File: config.mk
export PLATFORM = sky130hd
export DESIGN_NAME = mmu_xlate_ctrl
export DESIGN_NICKNAME = d
export VERILOG_FILES = /design/src/rtl/mmu_xlate_ctrl.sv
export SDC_FILE = /design/constraint.sdc
export NUM_CORES = 1
export LEC_CHECK = 0
export CORE_MARGIN = 5
export CORE_UTILIZATION = 39
export DETAILED_ROUTE_END_ITERATION = 6
export PLACE_DENSITY = 0.82
export SYNTH_ARGS = -nofsm -noshare
export SYNTH_HDL_FRONTEND = slang
export SYNTH_SLANG_ARGS = --single-unit
File: constraint.sdc
create_clock -name clk -period 1.95 [get_ports clk]
set_input_delay 0.2925 -clock clk [delete_from_list [all_inputs] [get_ports clk]]
set_output_delay 0.2925 -clock clk [all_outputs]
set_load 0.005 [all_outputs]
File: src/rtl/mmu_xlate_ctrl.sv
`default_nettype none
// ============================================================================
//  mmu_xlate_ctrl
//  Shares one TLB search port between the inst and data requesters:
//  round-robin grant, segment decode, TLB lookup and exception classification.
//  Revision: 1.0
// ============================================================================
module mmu_xlate_ctrl #(
  parameter int TLB = 1
) (
  input  logic        clk,
  input  logic        resetn,
  input  logic        inst_req,
  input  logic [31:0] inst_vaddr,
  output logic        inst_accept,
  output logic        inst_valid,
  output logic [31:0] inst_paddr,
  output logic        inst_cached,
  output logic        inst_refill,
  output logic        inst_invalid,
  input  logic        data_req,
  input  logic [31:0] data_vaddr,
  input  logic        data_wr,
  output logic        data_accept,
  output logic        data_valid,
  output logic [31:0] data_paddr,
  output logic        data_cached,
  output logic        data_refill,
  output logic        data_invalid,
  output logic        data_modified,
  output logic [18:0] tlb_vpn2,
  output logic        tlb_odd_page,
  input  logic        tlb_found,
  input  logic [19:0] tlb_pfn,
  input  logic [2:0]  tlb_c,
  input  logic        tlb_d,
  input  logic        tlb_v,
  input  logic [2:0]  cp0_config_k0,
  input  logic        tlbw_req,
  output logic        tlbw_ack
);

  typedef enum logic [1:0] {
    S_IDLE   = 2'd0,
    S_LOOKUP = 2'd1,
    S_RESP   = 2'd2
  } state_t;

  state_t      state_q;
  logic        side_q;       // 1: current request belongs to the data side
  logic        last_data_q;  // 1: data side won the last grant
  logic        wr_q;
  logic [11:0] offset_q;
  logic        valid_q;
  logic [31:0] paddr_q;
  logic        cached_q;
  logic        refill_q;
  logic        invalid_q;
  logic        modified_q;
  logic [18:0] vpn2_q;
  logic        odd_q;

  logic        arb_en;
  logic        grant_data;
  logic        grant_inst;
  logic [31:0] gnt_vaddr;
  logic        kseg0;
  logic        kseg1;
  logic        lk_refill;
  logic        lk_invalid;
  logic        lk_modified;

  always_comb begin
    arb_en      = (state_q == S_IDLE) && !tlbw_req;
    grant_data  = arb_en && data_req && (!inst_req || !last_data_q);
    grant_inst  = arb_en && inst_req && !grant_data;
    gnt_vaddr   = grant_data ? data_vaddr : inst_vaddr;
    kseg0       = (gnt_vaddr[31:29] == 3'b100);
    kseg1       = (gnt_vaddr[31:29] == 3'b101);
    lk_refill   = !tlb_found;
    lk_invalid  = tlb_found && !tlb_v;
    lk_modified = tlb_found && tlb_v && !tlb_d && wr_q;
  end

  always_ff @(posedge clk or negedge resetn) begin
    if (!resetn) begin
      state_q     <= S_IDLE;
      side_q      <= 1'b0;
      last_data_q <= 1'b0;
      wr_q        <= 1'b0;
      offset_q    <= 12'd0;
      valid_q     <= 1'b0;
      paddr_q     <= 32'd0;
      cached_q    <= 1'b0;
      refill_q    <= 1'b0;
      invalid_q   <= 1'b0;
      modified_q  <= 1'b0;
      vpn2_q      <= 19'd0;
      odd_q       <= 1'b0;
    end else begin
      case (state_q)
        S_IDLE: begin
          if (grant_data || grant_inst) begin
            side_q      <= grant_data;
            last_data_q <= grant_data;
            wr_q        <= grant_data && data_wr;
            offset_q    <= gnt_vaddr[11:0];
            if (!kseg0 && !kseg1 && (TLB != 0)) begin
              vpn2_q  <= gnt_vaddr[31:13];
              odd_q   <= gnt_vaddr[12];
              state_q <= S_LOOKUP;
            end else begin
              valid_q  <= 1'b1;
              cached_q <= kseg0 && (cp0_config_k0 == 3'd3);
              if (kseg0)
                paddr_q <= gnt_vaddr - 32'h8000_0000;
              else if (kseg1)
                paddr_q <= gnt_vaddr - 32'hA000_0000;
              else
                paddr_q <= gnt_vaddr;
              state_q <= S_RESP;
            end
          end
        end
        S_LOOKUP: begin
          valid_q    <= 1'b1;
          refill_q   <= lk_refill;
          invalid_q  <= lk_invalid;
          modified_q <= lk_modified;
          // Any exception suppresses the translated address
          if (lk_refill || lk_invalid || lk_modified) begin
            paddr_q  <= 32'd0;
            cached_q <= 1'b0;
          end else begin
            paddr_q  <= {tlb_pfn, offset_q};
            cached_q <= (tlb_c == 3'd3);
          end
          state_q <= S_RESP;
        end
        S_RESP: begin
          valid_q    <= 1'b0;
          paddr_q    <= 32'd0;
          cached_q   <= 1'b0;
          refill_q   <= 1'b0;
          invalid_q  <= 1'b0;
          modified_q <= 1'b0;
          state_q    <= S_IDLE;
        end
        default: state_q <= S_IDLE;
      endcase
    end
  end

  // Grants are masked while reset is held so no accept leaks out of reset
  assign inst_accept   = resetn && grant_inst;
  assign data_accept   = resetn && grant_data;
  assign tlbw_ack      = resetn && (state_q == S_IDLE) && tlbw_req;

  assign inst_valid    = valid_q && !side_q;
  assign inst_paddr    = side_q ? 32'd0 : paddr_q;
  assign inst_cached   = !side_q && cached_q;
  assign inst_refill   = !side_q && refill_q;
  assign inst_invalid  = !side_q && invalid_q;

  assign data_valid    = valid_q && side_q;
  assign data_paddr    = side_q ? paddr_q : 32'd0;
  assign data_cached   = side_q && cached_q;
  assign data_refill   = side_q && refill_q;
  assign data_invalid  = side_q && invalid_q;
  assign data_modified = side_q && modified_q;

  assign tlb_vpn2      = vpn2_q;
  assign tlb_odd_page  = odd_q;

endmodule
`default_nettype wire
[Word level (Yosys, flattened, before mapping)]
Cells that the tools add are included.
Storage, ports and cells
  ROM bits: 0
  flip-flop bits (word level): 73
  word-level logic and storage cells: 88
  bits in latches: 0
  output and inout bits: 96
  bits of input ports: 99
  RAM bits: 0
  memories kept: 0
Operators by class
  bitwise gates (word level): 0
  reductions and logical operators: 44
  multiplexer cells: 22
  div/mod/pow operators: 0
  magnitude comparators: 0
  add/subtract/negate cells: 2
  multiply operators: 0
  shift-type cells: 0
  equality and inequality tests: 8
Operators by type and width (number)
  two-way mux 32 bit: 8
  case mux 32 bit (3 select lines): 1
  subtractor 32 bit, second input constant: 2
  logical AND 1 bit: 25
  zero test 1 bit: 9
  equality test 3 x 2 -> 1 bit, second input constant: 2
  equality test 3 bit, second input constant: 2
  case mux 1 bit (2 select lines): 3
  case mux 1 bit (3 select lines): 2
  AND reduction 3 bit: 2
  two-way mux 1 bit: 5
  logical OR 1 bit: 4
  two-way mux 2 bit: 2
  case mux 2 bit (2 select lines): 1
  nonzero test 3 bit: 1
  equality test 2 x 1 -> 1 bit, second input constant: 1
  equality test 2 bit, second input constant: 1
  zero test 2 bit: 1
  inequality test 2 x 1 -> 1 bit, second input constant: 1
  inequality test 2 bit, second input constant: 1
  AND reduction 2 bit: 1
  nonzero test 2 bit: 1

[Logic depth before layout (Yosys ltp)]
  word-level depth: 11
  gate-level depth with buffers: 9
  mapped depth without buffers: 6

[Worst setup path before layout]
No wires, ideal clock.
  kind: reg2reg
  start point: reg state_q[0]
  end point: reg paddr_q[14]
  clock period less this slack: 2137 ps
  setup time: 128 ps
  path buffers: 2
  cell stages (with the launch flop): 9
  arrival time: 2009 ps
  setup slack: -187 ps
  required time: 1822 ps
  cell sequence: dfrtp_1 inv_1 ha_1 buf_4 nand3b_1 nor2_2 o311ai_4 buf_6 mux2_1
On the way
  cells in the longest elaborated chain, start to end: 11
  elaborated cells on any way between the ends: 27
  classes of those cells: add/sub (2); eq/ne (6); mux (6); reduce/logical (13)
RTL lines
  from (decl): line 49  | state_t state_q;
  from (signal assigned): line 87  | state_q <= S_IDLE;
  from (signal assigned): line 111  | state_q <= S_LOOKUP;
  from (signal assigned): line 121  | state_q <= S_RESP;
  zero test 2 bit: line 74, 101
  logical AND 1 bit: line 74  | arb_en = (state_q == S_IDLE) && !tlbw_req;
  logical AND 1 bit (2 in a row): line 75  | grant_data = arb_en && data_req && (!inst_req || !last_data_q);
  two-way mux 32 bit: line 77  | gnt_vaddr = grant_data ? data_vaddr : inst_vaddr;
  subtractor 32 bit or equality test 3 bit (tied branches): line 118, 79
  two-way mux 32 bit: line 117  | else if (kseg1)
  two-way mux 32 bit: line 115  | if (kseg0)
  two-way mux 32 bit: line 108  | if (!kseg0 && !kseg1 && (TLB != 0)) begin
  two-way mux 32 bit: line 103  | if (grant_data || grant_inst) begin
  case mux 32 bit (3 select lines): line 101  | case (state_q)
  to (signal assigned): line 116  | paddr_q <= gnt_vaddr - 32'h8000_0000;
  to (signal assigned): line 118  | paddr_q <= gnt_vaddr - 32'hA000_0000;
  to (signal assigned): line 120  | paddr_q <= gnt_vaddr;
  to (decl): line 55  | logic [31:0] paddr_q;
Several ways; a longest one is shown, not always the timed one. The select of a mux whose other input is x is not followed.
A chain may end at the register's enable or synchronous reset.

[Worst setup path in the final report]
  start point: reg state_q[1]
  end point: reg paddr_q[2]
The elaborated chain is that of the path after synthesis.

==> summary.md <==
| Metric | Value |
|---|---|
| Wire length on met1 | `~7.8 mm` |
| Vias in the first global route | `5332` |
| Layout Nets | `837` |
| R2r worst-path depth | `9` |
| Post-Synth Simple-Gate Area | `0.220` |
| R2r startpoint | `state_q[1]$_DFFE_PN0P_` |
| Cts bufs inserted | `9` |
| Failing checks | `setup timing` |
| Final core occ | `0.681` |
| Worst slew pin tran | `0.588 ns` |
| Top cells by count, synth | `73 x dfrtp_1, 53 x nand3_1, 46 x o211ai_1, 43 x clkbuf_1, 39 x o21ai_0` |
| Largest family of logic cells by synthesized area | `simple AND/OR/NAND/NOR gates` |
| Final Max Tran Viols | `0` |
| Mapped Cells | `508` |
| Detailed placer's ending HPWL | `~13 mm` |
| Compound-cell area share of the yosys netlist | `0.192` |
| Max-Cap Viols | `0` |
| Root cell of the clock tree | `clkbuf_16` |
| Met2 WL | `~9.5 mm` |
| Syn Nets | `between 600 and 700` |
| Most used DFF post-synth | `dfrtp_1` |
| Crit path max fanout | `6` |
| Core Area | `11900 um^2` |
| Num rows | `40` |
| Setup Skew | `0.00795 ns` |
| Synth cell types | `48` |
| Async S/R FF share, synth | `1.00` |
| Crit share post-route | `1.10` |
| Layout cells sized above 1 | `0.201` |
| Fmax | `467 MHz` |
| Post-detailed-route count of antenna-violating nets | `0` |
| CP required | `2.15 ns` |
| Vias per cell | `between 5 and 6` |
| Worst reg2reg endpoint | `paddr_q[2]$_DFFE_PN0P_` |
| Met3 WL post-DR | `approximately 1.5 mm` |
| Most common cell in the netlist | `dfrtp_1` |
| Area delta synth->final | `73.1%` |
| I/O Buffers | `194` |
| Outcome | `complete, but fails checks` |
| Mapped Area | `approximately 4700 um^2` |
| Synth Area in Adders | `0.0107` |
| Relative slew margins | `0.608` |
| Synth area leader | `dfrtp_1` |
| CTS Buffer Depth | `2` |
| Tightest Hold Check Type | `input port to async pin` |
| Io pins | `just under 200` |
| Yosys reg bits | `73` |
| Crit start category | `flop` |
| P_leak | `4.32 nW` |
| DRT iter0 DRCs | `353` |
| Die Y | `roughly 120 um` |
| Largest net degree at the start of global routing | `46` |
| VDD IR max | `819 uV` |
| # setup viols final | `53` |
| Total clock sinks | `73` |
| Antenna cells | `0` |
| Final Hold Vio Count | `0` |
| Synth Area per Inst | `9.18 um^2` |
| Initial antenna violation count | `0` |
| TNS Setup | `-7.57 ns` |
| Multiplexer share of the synthesized area | `0.125` |
| Ys Warns | `0` |
| Critical Path AT | `2.34 ns` |
| Gr usage total | `0.240` |
| Post-synthesis sequential area ratio | `0.392` |
| Final WL | `roughly 19 mm` |
| Unrepaired setup endpoints after global routing | `true` |
| Yosys top cell area share | `0.392` |
| H-tree levels | `3` |
| Reg clk slew, reported paths | `approximately 0.060 ns` |
| Pre-antenna DRT Iters | `5` |
| Tmin final | `between 2 and 2.5 ns` |
| Via count | `between 5000 and 6000` |
| Die extent in x | `roughly 120 um` |
| Top cells by area, synth | `dfrtp_1 39%, o211ai_1 7.4%, mux2_1 6.8%` |
| WL/cell | `21.6 um` |
| Setup ws final | `-0.192 ns` |
| Critical path type | `flop to flop` |
| Gr ovfl total | `0` |
| Nature of the critical path endpoint | `flop` |
| Post-Synth XOR/XNOR Area | `0` |
| Full die area | `about 14000 um^2` |
| Initial cell density of the core | `0.393` |
| Setup slack, reg-to-reg | `-0.19 ns` |
| Power Dens Cells | `around 1500 nW/um^2` |
| First-pass GRT wire length | `27.6 mm` |
| CTS tree | `done` |
| Final Wtd Congestion | `0.899` |
| Worst skew pair latency | `about 0.32 ns` |
| EDFF count, synth | `0` |
| Top routing layer in use | `met4` |
| DRC viols | `0` |
cell families (layout without fill, tap and decap cells):
logic type,after synthesis,after routing
multiplexers,52,52
buffers and inverters,67,297
adder cells (fa/ha/maj),4,4
AND/OR/NAND/NOR,184,184
flip-flops,73,73
AO/OA/AOI/OAI,128,128
worst max path at each step:
| stage | from | end | cells past startpoint |
|---|---|---|---|
| after CTS | state_q[0]$_DFFE_PN0P_ | paddr_q[2]$_DFFE_PN0P_ | 9 |
| after global placement | inst_vaddr[31] | paddr_q[2]$_DFFE_PN0P_ | 6 |
| final | state_q[1]$_DFFE_PN0P_ | paddr_q[2]$_DFFE_PN0P_ | 9 |
| after floorplan | state_q[1]$_DFFE_PN0P_ | paddr_q[13]$_DFFE_PN0P_ | 8 |
| after global routing | state_q[0]$_DFFE_PN0P_ | paddr_q[1]$_DFFE_PN0P_ | 9 |
| after detailed placement | inst_vaddr[31] | paddr_q[9]$_DFFE_PN0P_ | 6 |
stage by stage:
stage / area, um^2 / setup WS, ns / hold WS [ns] / cells / power [W]
after floorplan: 4750 / -0.0861 / -0.00309 / 508 / 0.00570
after global placement: 7050 / -0.341 / 0.140 / 841 / 0.00837
after detailed placement: 7050 / -0.401 / 0.143 / 841 / 0.00862
after CTS: 7680 / -0.152 / 0.333 / 872 / 0.0112
after global routing: 8080 / -0.263 / 0.345 / 885 / 0.0124
final: 8080 / -0.192 / 0.337 / 885 / 0.0118
final cells by class:
type | count | area, um^2
clock buffer | 12 | 246
clock inverter | 3 | 65.1
fill | 876 | 3790
inverter | 16 | 60.1
multi-input combinational | 368 | 2770
sequential | 73 | 1830
tap | 147 | 184
timing repair buffer | 266 | 2920
flip-flops by register name, summed over array words and instances (netlist names), 2 cells and up:
name,count
offset_q,12
state_q,2
tlb_vpn2,19
paddr_q,32
per-layer routing:
metal	vias to the layer above	global-route usage
li1	2284	-
met1	2574	0.292
met2	320	0.412
met3	35	0.0532
met4	0	0.0945
met5	-	0
where the power goes:
part           leakage, nW  switching [W]  internal [W]
logic                 3.26        0.00306       0.00423
clock network        0.153       0.000616       0.00115
registers            0.907       0.000548       0.00222
timing repair:
| item | in CTS | in global routing |
|---|---|---|
| resized for setup | 53 | 82 |
| hold endpoints to repair | 7 | 0 |
| hold buffers | 1 | 0 |
| cloned | 3 | 8 |
| buffers inserted | 12 | 6 |
| setup endpoints to repair | 111 | 113 |
| pin swaps | 4 | 1 |
layout by cell type, fill, tap and decap left out, types with 35 or more instances in the layout:
cell               n
mux2_4            44
nand3_1           53
o21ai_0           36
clkdlybuf4s50_1  130
dfrtp_1           72
nor2b_1           35
and2_1            37
dlymetal6s2s_1    60
o211ai_1          46
buf_4             41
critical path: stages, from the launching register on:
cell and delay, ns:
dfrtp_1 0.41, inv_2 0.07, ha_4 0.18, buf_6 0.12, nand3b_1 0.21, nor2_4 0.10, o311ai_4 0.26, buf_6 0.19
clkbuf_16 0.16, mux2_1 0.32
No activity file was read; power rests on OpenSTA's default activity.
